## src/rtl/door_ctrl_pkg.sv

```systemverilog
// Shared state encoding and sizing helpers for the timed door controller.
// The timer is sized to hold the larger of the two terminal counts.
package door_ctrl_pkg;

    localparam int STATE_W = 3;

    typedef enum logic [STATE_W-1:0] {
        IDLE      = 3'd0,
        MV_UP     = 3'd1,
        MV_DN     = 3'd2,
        HOLD_OPEN = 3'd3,
        FAULT     = 3'd4
    } state_t;

    function automatic int max_int(input int a, input int b);
        return (a > b) ? a : b;
    endfunction

    function automatic int timer_width(input int move_timeout, input int hold_time);
        int w;
        w = $clog2(max_int(move_timeout, hold_time));
        return (w < 1) ? 1 : w;
    endfunction

endpackage

```

## src/rtl/door_timer.sv

```systemverilog
// Clear/enable up-counter that saturates at all-ones.
// Asserts tc while the count equals the supplied terminal value.
module door_timer #(
    parameter int W = 4
) (
    input  logic         clk,
    input  logic         rst,
    input  logic         clr,
    input  logic         en,
    input  logic [W-1:0] tc_val,
    output logic [W-1:0] cnt,
    output logic         tc
);

    logic [W-1:0] cnt_q;
    logic [W-1:0] cnt_d;

    always_comb begin
        cnt_d = cnt_q;
        if (clr) begin
            cnt_d = '0;
        end else if (en && (cnt_q != {W{1'b1}})) begin
            cnt_d = cnt_q + 1'b1;
        end
    end

    always_ff @(posedge clk) begin
        if (rst) begin
            cnt_q <= '0;
        end else begin
            cnt_q <= cnt_d;
        end
    end

    assign cnt = cnt_q;
    assign tc  = (cnt_q == tc_val);

endmodule

```

## src/rtl/door_controller_timed.sv

```systemverilog
// Door motor controller: limit-switch driven motion with timeout watchdog,
// obstruction reversal, timed auto-close and a latched fault state.
module door_controller_timed
    import door_ctrl_pkg::*;
#(
    parameter int MOVE_TIMEOUT = 1024,
    parameter int HOLD_TIME    = 256,
    parameter bit AUTO_CLOSE   = 1'b1
) (
    input  logic               CLK,
    input  logic               RST,
    input  logic               Activate,
    input  logic               UP_MAX,
    input  logic               DOWN_MAX,
    input  logic               Obstruct,
    input  logic               Fault_Clr,
    output logic               UP_M,
    output logic               DOWN_M,
    output logic               Fault,
    output logic [STATE_W-1:0] State
);

    localparam int TW = timer_width(MOVE_TIMEOUT, HOLD_TIME);
    localparam logic [TW-1:0] MOVE_TC = TW'(MOVE_TIMEOUT - 1);
    localparam logic [TW-1:0] HOLD_TC = TW'(HOLD_TIME - 1);

    state_t        state_q;
    state_t        state_d;
    logic          up_m_q;
    logic          up_m_d;
    logic          down_m_q;
    logic          down_m_d;
    logic          fault_q;
    logic          fault_d;

    logic          conflict;
    logic          timer_clr;
    logic          timer_tc;
    logic [TW-1:0] timer_tc_val;
    logic [TW-1:0] timer_cnt;

    door_timer #(
        .W(TW)
    ) u_timer (
        .clk    (CLK),
        .rst    (RST),
        .clr    (timer_clr),
        .en     (1'b1),
        .tc_val (timer_tc_val),
        .cnt    (timer_cnt),
        .tc     (timer_tc)
    );

    // Limit switches take priority over a coincident timeout in every motion state.
    always_comb begin
        state_d  = state_q;
        conflict = UP_MAX & DOWN_MAX;
        case (state_q)
            IDLE: begin
                if (conflict) begin
                    state_d = FAULT;
                end else if (Activate) begin
                    state_d = DOWN_MAX ? MV_UP : MV_DN;
                end
            end
            MV_UP: begin
                if (conflict) begin
                    state_d = FAULT;
                end else if (UP_MAX) begin
                    state_d = AUTO_CLOSE ? HOLD_OPEN : IDLE;
                end else if (timer_tc) begin
                    state_d = FAULT;
                end
            end
            MV_DN: begin
                if (conflict) begin
                    state_d = FAULT;
                end else if (DOWN_MAX) begin
                    state_d = IDLE;
                end else if (Obstruct) begin
                    state_d = MV_UP;
                end else if (timer_tc) begin
                    state_d = FAULT;
                end
            end
            HOLD_OPEN: begin
                if (conflict) begin
                    state_d = FAULT;
                end else if (Obstruct) begin
                    state_d = HOLD_OPEN;
                end else if (Activate || timer_tc) begin
                    state_d = MV_DN;
                end
            end
            FAULT: begin
                if (Fault_Clr && !conflict) begin
                    state_d = IDLE;
                end
            end
            default: state_d = IDLE;
        endcase

        timer_clr    = (state_d != state_q) || ((state_q == HOLD_OPEN) && Obstruct);
        timer_tc_val = (state_q == HOLD_OPEN) ? HOLD_TC : MOVE_TC;

        up_m_d   = (state_d == MV_UP);
        down_m_d = (state_d == MV_DN);
        fault_d  = (state_d == FAULT);
    end

    always_ff @(posedge CLK) begin
        if (RST) begin
            state_q  <= IDLE;
            up_m_q   <= 1'b0;
            down_m_q <= 1'b0;
            fault_q  <= 1'b0;
        end else begin
            state_q  <= state_d;
            up_m_q   <= up_m_d;
            down_m_q <= down_m_d;
            fault_q  <= fault_d;
        end
    end

    assign UP_M   = up_m_q;
    assign DOWN_M = down_m_q;
    assign Fault  = fault_q;
    assign State  = state_q;

endmodule

```

## config.mk

```make
export PLATFORM = sky130hd
export DESIGN_NAME = door_controller_timed
export DESIGN_NICKNAME = d
export VERILOG_FILES = /design/src/rtl/door_ctrl_pkg.sv /design/src/rtl/door_timer.sv /design/src/rtl/door_controller_timed.sv
export SDC_FILE = /design/constraint.sdc
export NUM_CORES = 1
export LEC_CHECK = 0
export ABC_CLOCK_PERIOD_IN_PS = 2790
export CAP_MARGIN = 10
export CORE_AREA = 2 2 56 58
export DETAILED_ROUTE_END_ITERATION = 6
export DIE_AREA = 0 0 58 60
export PLACE_DENSITY = 0.67
export SYNTH_ARGS = -nofsm -noshare
export SYNTH_HDL_FRONTEND = slang
export SYNTH_SLANG_ARGS = --single-unit
```

## constraint.sdc

```tcl
create_clock -name CLK -period 2.79 [get_ports CLK]
set_input_delay 0.4185 -clock CLK [delete_from_list [all_inputs] [get_ports CLK]]
set_output_delay 0.4185 -clock CLK [all_outputs]
set_load 0.02 [all_outputs]
```

======== After elaboration in Yosys (flattened, before gate mapping) ========
Index checks and enable logic that the tools add are counted.
cells by class
  add/subtract/negate cells ............... 1
  eq/ne operators ......................... 10
  bitwise operators ....................... 1
  reductions and logical operators ........ 7
  multiplexer cells ....................... 15
operators by type and width
  operator                                                               count
  3-bit 2-to-1 mux                                                       12
  3-bit one-hot mux with 5 select lines                                  1
  10-bit by 1-bit adder with 10-bit output, second input constant        1
  10-bit equality test                                                   1
  10-bit 2-to-1 mux                                                      1
  10-bit != test, second input constant                                  1
  3-bit by 2-bit equality test with 1-bit output, second input constant  3
  3-bit by 1-bit equality test with 1-bit output, second input constant  2
  3-bit equality test, second input constant                             2
  3-bit zero test                                                        1
  3-bit != test                                                          1
  1-bit logical AND                                                      2
  1-bit logical OR                                                       2
  2-bit 2-to-1 mux                                                       1
  2-bit OR reduction                                                     1
  1-bit AND                                                              1
  1-bit zero test                                                        1
word-level totals
  input bits .............................. 7
  register bits after elaboration ......... 16

======== Depth between registers and ports, before layout ========
Gate-level depths: netlist of run 1.
  word-level depth ........................ 11
  mapped depth ............................ 7
  gate-level depth less buffers ........... 6

======== Hierarchy ========
A second synthesis of run 1 with hierarchy kept.
unflattened totals
  cell total of the unflattened synthesis .. 131
  area, all modules ....................... 1123.6 um^2
by module, submodules not included
  module                 cells each  times used  area an instance (um^2)  seq. area each (um^2)
  door_timer             79          1           674.4                    200.2
  door_controller_timed  52          1           449.2                    120.1

======== Worst setup path after synthesis of run 1 ========
Ideal clock, no wire load.
  path kind ............................... reg2reg
  from .................................... register state_q[1] (netlist: State[1])
  to ...................................... register u_timer.cnt_q[2] (netlist: u_timer.cnt[2])
  path buffers ............................ 1
  slack ................................... 997 ps
  library setup time ...................... 88 ps
  period minus slack after synthesis ...... 1793 ps
  cell stages (with the launch flop) ...... 7
  data arrival time ....................... 1704 ps
  data required time ...................... 2702 ps
  cell sequence ........................... dfxtp_1 > clkbuf_2 > or2b_1 > a21oi_1 > a211oi_1 > o2111ai_4 > nor4_2
between the ends
  word-level cells in the longest chain between the ends .. 11
  elaborated cells on any way between the ends .. 25
RTL lines
  element                                                      RTL line                                                                                 text
  from (decl)                                                  door_controller_timed.sv:27                                                              state_t state_q;
  from (signal assigned)                                       door_controller_timed.sv:118                                                             state_q <= state_d;
  3-bit by 2-bit equality test with 1-bit output               door_controller_timed.sv:58, door_controller_timed.sv:103, door_controller_timed.sv:104
  10-bit 2-to-1 mux                                            door_controller_timed.sv:104                                                             timer_tc_val = (state_q == HOLD_OPEN) ? HOLD_TC : MOVE_TC;
  10-bit equality test                                         door_timer.sv:36                                                                         assign tc = (cnt_q == tc_val);
  3-bit 2-to-1 mux / 1-bit logical OR (equally long branches)  door_controller_timed.sv:71, door_controller_timed.sv:82, door_controller_timed.sv:91
  3-bit 2-to-1 mux, on equally long branches                   door_controller_timed.sv:80, door_controller_timed.sv:91
  3-bit 2-to-1 mux, on equally long branches                   door_controller_timed.sv:78, door_controller_timed.sv:89
  3-bit 2-to-1 mux, on equally long branches                   door_controller_timed.sv:76, door_controller_timed.sv:87
  3-bit one-hot mux with 5 select lines                        door_controller_timed.sv:58                                                              case (state_q)
  3-bit != test                                                door_controller_timed.sv:103                                                             timer_clr = (state_d != state_q) || ((state_q == HOLD_OPEN) && Obstruct);
  1-bit logical OR *                                           door_controller_timed.sv:103
  2-bit OR reduction (no line) *                               --
  to (signal assigned)                                         door_timer.sv:31                                                                         cnt_q <= cnt_d;
  to (decl)                                                    door_timer.sv:15                                                                         logic [W-1:0] cnt_q;
Every way passes the cells marked *; elsewhere a longest branch is shown, timed or not.
A chain may end at the register's enable or synchronous reset.

======== Final worst setup path of run 1 ========
  from .................................... input port DOWN_MAX
  to ...................................... register u_timer.cnt_q[2] (netlist: u_timer.cnt[2])
between the ends
  word-level cells in the longest chain between the ends .. 8
  elaborated cells on any way between the ends .. 15
RTL lines
  element                                  RTL line                      text
  from (decl)                              door_controller_timed.sv:14   input logic DOWN_MAX,
  1-bit AND                                door_controller_timed.sv:57   conflict = UP_MAX & DOWN_MAX;
  1-bit zero test                          door_controller_timed.sv:96   if (Fault_Clr && !conflict) begin
  1-bit logical AND                        door_controller_timed.sv:96
  3-bit 2-to-1 mux                         door_controller_timed.sv:96
  3-bit one-hot mux with 5 select lines *  door_controller_timed.sv:58
  3-bit != test *                          door_controller_timed.sv:103
  1-bit logical OR *                       door_controller_timed.sv:103
  2-bit OR reduction (no line) *           --
Marks and branches as above.

==> results of run 1 <==
==> registers in the layout, indices dropped and copies added (netlist names) <==
| signal | count |
|---|---|
| State | 3 |
| Fault | 1 |
| u_timer.cnt | 10 |
| UP_M | 1 |
| DOWN_M | 1 |
==> worst max-delay path by stage <==
stage                        start             end  cells after the start
after floorplan           State[1]  u_timer.cnt[2]                      6
after global placement    DOWN_MAX  u_timer.cnt[6]                      6
after detailed placement  DOWN_MAX  u_timer.cnt[6]                      6
after CTS                 DOWN_MAX  u_timer.cnt[2]                      6
after global routing      DOWN_MAX  u_timer.cnt[2]                      6
final                     DOWN_MAX  u_timer.cnt[2]                      6
==> where the power goes <==
group | total [mW] | switching [mW] | internal, mW
Combinational | 0.104 | 0.0535 | 0.0500
Sequential | 0.251 | 0.0142 | 0.237
Clock | 0.155 | 0.0753 | 0.0795
Total | 0.510 | 0.143 | 0.367
==> layout make-up <==
cell class	count	share of cell area, %
clock buffers	4	2.91
well taps	33	3.32
flip-flops and latches	16	25.7
repair buffers	12	9.65
multi-input cells	102	56.3
inverters	7	2.11
==> per-stage QoR <==
| stage | power, mW | hold WS [ns] | instances |
|---|---|---|---|
| 2_1_floorplan | 0.328 | 0.488 | 130 |
| 6_report | 0.510 | 0.565 | 174 |
| 4_1_cts | 0.518 | 0.572 | 174 |
| 3_3_place_gp | 0.359 | 0.535 | 170 |
| 5_1_grt | 0.539 | 0.607 | 174 |
| 3_5_place_dp | 0.361 | 0.557 | 170 |
==> layer usage <==
layer / vias up / track usage [%]
li1: 515 / -
met1: 480 / 18.9
met2: 29 / 26.8
met3: 2 / 3.68
met4: 0 / 6.64
met5: - / 0
==> logic make-up (layout without fill, tap and decap cells) <==
family	Yosys count	in the layout
AND/OR/NAND/NOR	62	62
XOR/XNOR	3	3
buffers and inverters	12	23
multiplexers	2	2
flip-flops	16	16
adder cells (fa/ha/maj)	1	1
AO/OA/AOI/OAI	34	34
==> critical path, stage by stage <==
cell and delay (ns):
clkdlybuf4s50_1 0.56, nand2_2 0.19, nand2_1 0.08, or4_1 0.51, and3b_1 0.32, nor4_2 0.31
==> Yosys cell counts, types with 3 or more instances <==
| cell | number | area share (%) |
|---|---|---|
| nand3_1 | 4 | 1.8 |
| o21ai_0 | 7 | 3.2 |
| nor2_1 | 5 | 1.7 |
| a211oi_1 | 3 | 2.1 |
| a21oi_1 | 7 | 3.2 |
| nor2b_1 | 3 | 1.7 |
| nand2_1 | 9 | 3.1 |
| nor3_1 | 15 | 6.9 |
| nand2b_1 | 4 | 2.3 |
| a31oi_1 | 4 | 2.3 |
| inv_1 | 7 | 2.4 |
| dfxtp_1 | 16 | 29 |
==> results.md, run 1 <==
* Largest family of logic cells by synthesized area: simple AND/OR/NAND/NOR gates
* Data required time of the critical path at 2.99 ns
* Worst EP arrival at between 2 and 2.5 ns
* Row cnt at 20
* H-tree depth at 1
* Reg2reg path depth at 4
* Crit Path Max Fanout at 10
* DRT Pass-1 Iters at 4
* Hold-fix buffers at CTS at 0
* Multi-input gate area at 701 sq um
* Top routing layer used: met4
* RSZ-0062 raised after global routing: no
* Hpwl dp at ~1800 um
* # resized after CTS at 0
* Worst Tran Pin Value at 0.589 ns
* Leak pwr at 0.415 nW
* Synthesis-to-layout area growth at 14.5%
* CP Capture Type: register
* Complex-gate fraction of the synthesized area at 23.7%
* Worst Setup Start Kind: primary input
* Pre-CTS setup slack at 0.305 ns
* CTS tree: yes
* Initial core utilization at around 37%
* Number of routed nets with antenna violations at 0
* Total core area at 2900 sq um
* Minimum clock period at 2.19 ns
* HP Class: reg -> reg
* Area of the die at between 3000 and 4000 sq um
* Worst slew margin at 60.4%
* WHS Path Cells at 2
* Worst-Skew Late Latency at between 0.2 and 0.3 ns
* Final Util at 42.9%
* Commonest non-fill, non-tap cell in the layout: dfxtp_1
* # DRC at 0
* Worst R2R End: u_timer.cnt[2]
* Worst hold endpoint: u_timer.cnt[1]
* Area of the mapped netlist at 1090 sq um
* Synthesized instance count at 130
* Count of final setup violators at 0
* Largest net degree at the start of global routing at 18
* Post-synthesis sequential area ratio at 29.5%
* Met2 wire length at 1170 um
* Ports at 13
* Placer Congestion at approximately 0.83
* Fmax achieved at 457 MHz
* Met1 WL at 1060 um
* Status: finished, final reports clean
* FFs w/ async S/R, synth at 0%
* Worst VDD drop at between 200 and 300 uV
* Final Hold Vio Count at 0
* Inserted Clock Buffers at 3
* Antenna cells at 0
* Setup TNS at 0 ns
* Synthesized Nets at 138
* Adder-cell share of the synthesized area at 1.15%
* Post-synthesis area per instance at 8.36 sq um
* Post-synthesis mux area share at ~1.8%
* Initial antenna violation count at 0
* Die width at about 58 um
* Commonest non-fill, non-tap cells in the layout: 16 x dfxtp_1, 15 x nor3_1, 12 x clkdlybuf4s50_1
* CTS Sinks at 16
* Clk slew on worst S/H paths at approximately 0.09 ns
* Vias per inst at 5.90
* Postcts setup bufs at 0
* XOR/XNOR Fraction of Synth Area at 2.42%
* Post-route cell area at ~1200 sq um
* # fillers at 291
* Top FF cell, synth: dfxtp_1
* Worst Skew at 0.00298 ns
* PD cells at 410 nW/um^2
* Syn. warnings at 0
* FF-to-FF Start: State[0]
* Clock Tree Root: clkbuf_4
* Congestion Overflow GR at 0
* Post-Synth Simple-Gate Area at 35.3%
* First-pass GRT wire length at 4240 um
* Total wire length at approximately 2400 um
* Final nets at 150
* DR vias at 1026
* PortBufs at 12
* Register area at 320 sq um
* GRT Overall Usage at 15.7%
* Yosys cell types at 48
* Seq cells post-synth at 16
* Clock Path Buffers at 2
* Placed cell area at 1210 sq um
* Max Slew Vio Count at 0
* Vias in the first global route at about 940
* Setup CP Type: in -> reg
* Die height at 60 um
* WL met3 at 156 um
* Reg2reg setup slack at 0.67 ns
* Min-Delay Startpoint: u_timer.cnt[1]
* Share of layout cells above drive strength 1 at 13.5%
* Count of flip-flops with a built-in enable after synthesis at 0
* Maxcap violations at 0
* Drt wl/cell at 13.8 um
* Initial drt markers at 48
* Slack of the critical path at 0.604 ns
* Tcrit/Tclk final at 78.3%
No activity file was read; power rests on OpenSTA's default activity.
==> inputs of run 2 (changes only) <==
--- a/config.mk
+++ b/config.mk
@@ -5,12 +5,12 @@
 export SDC_FILE = /design/constraint.sdc
 export NUM_CORES = 1
 export LEC_CHECK = 0
-export ABC_CLOCK_PERIOD_IN_PS = 2790
+export ABC_CLOCK_PERIOD_IN_PS = 1850
 export CAP_MARGIN = 10
 export CORE_AREA = 2 2 56 58
 export DETAILED_ROUTE_END_ITERATION = 6
 export DIE_AREA = 0 0 58 60
-export PLACE_DENSITY = 0.67
+export PLACE_DENSITY = 0.69
 export SYNTH_ARGS = -nofsm -noshare
 export SYNTH_HDL_FRONTEND = slang
 export SYNTH_SLANG_ARGS = --single-unit
==> constraint.sdc (replaced) <==
create_clock -name CLK -period 1.85 [get_ports CLK]
set_input_delay 0.2775 -clock CLK [delete_from_list [all_inputs] [get_ports CLK]]
set_output_delay 0.2775 -clock CLK [all_outputs]
set_load 0.02 [all_outputs]
==> results.md, run 2 (synthesis gave the netlist of run 1 again) <==
* First-pass GRT wire length at 5110 um (+21%)
* Largest net degree at the start of global routing at 12 (-6)
* Row cnt at 20 (unchanged)
* Commonest non-fill, non-tap cell in the layout: buf_4
* Total wire length at 3130 um (+31%)
* Congestion Overflow GR at 0 (unchanged)
* Worst-Skew Late Latency at 0.28 ns (about the same)
* Placed cell area at 1430 sq um (+19%)
* Leak pwr at 0.579 nW (+40%)
* Pre-CTS setup slack at -0.358 ns (-0.662 ns)
* H-tree depth at 1 (unchanged)
* Minimum clock period at 1.80 ns
* Maxcap violations at 0 (unchanged)
* Pint at 0.557 mW (+52%)
* Vias in the first global route at 1123 (+19%)
* PortBufs at 12 (unchanged)
* Hold-fix buffers at CTS at 0 (unchanged)
* Multi-input gate area at 769 sq um (+9.8%)
* Synthesis-to-layout area growth at 40.4%
* DR vias at 1187 (+16%)
* Total power draw at 0.794 mW (+56%)
* Max FFs per register at 10 (unchanged)
* Total core area at 2900 sq um (unchanged)
* Worst Setup Start Kind: register
* Worst slew margin at 71.9% (+12 points)
* Crit Path Max Fanout at 8 (-2)
* Share of layout cells above drive strength 1 at 33.1% (+20 points)
* Final Util at 52.6% (+9.7 points)
* Inserted Clock Buffers at 3 (unchanged)
* Die height at 60 um (unchanged)
* DRT Pass-1 Iters at 5 (+1)
* Worst Hold Slack at 0.573 ns (+0.00803 ns)
* Placer Congestion at 0.841 (+0.98%)
* # fillers at 275 (-5.5%)
* Area of the die at 3480 sq um (unchanged)
* Switch Pwr at 0.236 mW (+65%)
* Final nets at 182 (+21%)
* Placed cell count at 200 (+18%)
* PD cells at 520 nW/um^2 (+27%)
* Clock Path Buffers at 2 (unchanged)
* Hpwl dp at 2100 um (+20%)
* Clock Tree Root: clkbuf_4
* Data required time of the critical path at 2.05 ns (-0.94 ns)
* Initial antenna violation count at 0 (unchanged)
* Die width at 58 um (unchanged)
* Ports at 13 (unchanged)
* Number of routed nets with antenna violations at 0 (unchanged)
* HP Class: reg -> reg
* Initial core utilization at 37.5% (unchanged)
* Max Slew Vio Count at 0 (unchanged)
* Clock share of power at 22.6% (-7.8 points)
* Final Hold Vio Count at 0 (unchanged)
* Comb pwr share at 30.8% (+10 points)
* Worst Tran Pin Value at 0.410 ns (-0.179 ns)
* Count of final setup violators at 0 (unchanged)
* Setup TNS at 0 ns (unchanged)
* Antenna cells at 0 (unchanged)
* Vias per inst at 5.79 (-1.8%)
* Setup CP Type: reg -> reg
* Sequential power share at 46.6% (-2.7 points)
* Initial drt markers at 60 (+25%)
* Sw Ratio at 29.8% (+1.7 points)
* # DRC at 0 (unchanged)
* Fmax achieved at about 550 MHz
* CTS tree: yes
* RSZ-0062 raised after global routing: yes
* Worst Skew at 0.00233 ns (-0.000646 ns)
* Non-filler instance count after layout at 205 (+18%)
* Post-route cell area at 1530 sq um (+23%)
* Register area at 324 sq um (+1.2%)
* Drt wl/cell at 15.2 um (+11%)
* Status: finished, final reports clean
* Commonest non-fill, non-tap cells in the layout: 30 x buf_4, 15 x nor3_1, 13 x dfxtp_1
* Worst EP arrival at 2.00 ns (-0.39 ns)
* CTS Sinks at 16 (unchanged)
* Clk slew on worst S/H paths at 0.09 ns (about the same)
* GRT Overall Usage at 19.3% (+3.6 points)
* Tcrit/Tclk final at 97.4%
* Worst VDD drop at 386 uV (+32%)
* Slack of the critical path at 0.0480 ns (-0.556 ns)
* CP Capture Type: register
## run 2: changes by cell type in the layout (fill, tap and decap cells not counted), sizes merged
cell,before,now
and3b,2,3
o2111ai,1,2
clkbuf,4,3
clkdlybuf4s50,12,10
dlygate4sd2,0,2
buf,0,30
## run 2: repair_timing
item,in CTS,in global routing
buffers inserted,0,0
gates resized for setup,6,7
setup endpoints to repair,2,12
pin swaps,3,3
cloned,2,0
## run 2: layout make-up
cell class                      count  area share, %
Inverter                            7           1.72
Timing Repair Buffer               42           22.5
Multi-Input combinational cell    104           50.4
Clock buffer                        3           1.48
Tap cell                           33           2.70
Sequential cell                    16           21.2
## run 2: final timing paths
| kind | startpoint | endpoint | slack [ns] | cells after the start |
|---|---|---|---|---|
| max | State[0] | u_timer.cnt[2] | 0.05 | 5 |
| min | u_timer.cnt[1] | u_timer.cnt[1] | 0.57 | 2 |
| max reg2reg | State[0] | u_timer.cnt[2] | 0.05 | 5 |
| min reg2reg | u_timer.cnt[1] | u_timer.cnt[1] | 0.57 | 2 |
## run 2: layer usage
metal	wire (um)	up-vias	global-route usage [%]
met2	1620	37	34.4
met1	1270	559	22.6
met5	0	-	0
met3	156	10	3.68
met4	79	0	8.31
li1	-	581	-
## run 2: power by group through the flow
| stage | clock network [mW] | registers [mW] | logic (mW) |
|---|---|---|---|
| after floorplan | 0 | 0.386 | 0.109 |
| after global placement | 0 | 0.376 | 0.212 |
| after detailed placement | 0 | 0.377 | 0.217 |
| after CTS | 0.186 | 0.369 | 0.234 |
| after global routing | 0.196 | 0.372 | 0.263 |
| final | 0.180 | 0.370 | 0.244 |
## run 2: critical path: stages, from the launching register on
cell and delay [ns]:
dfxtp_2 0.37, o21ai_2 0.18, nand2_1 0.10, or4_4 0.52
and3b_2 0.27, nor4_2 0.27
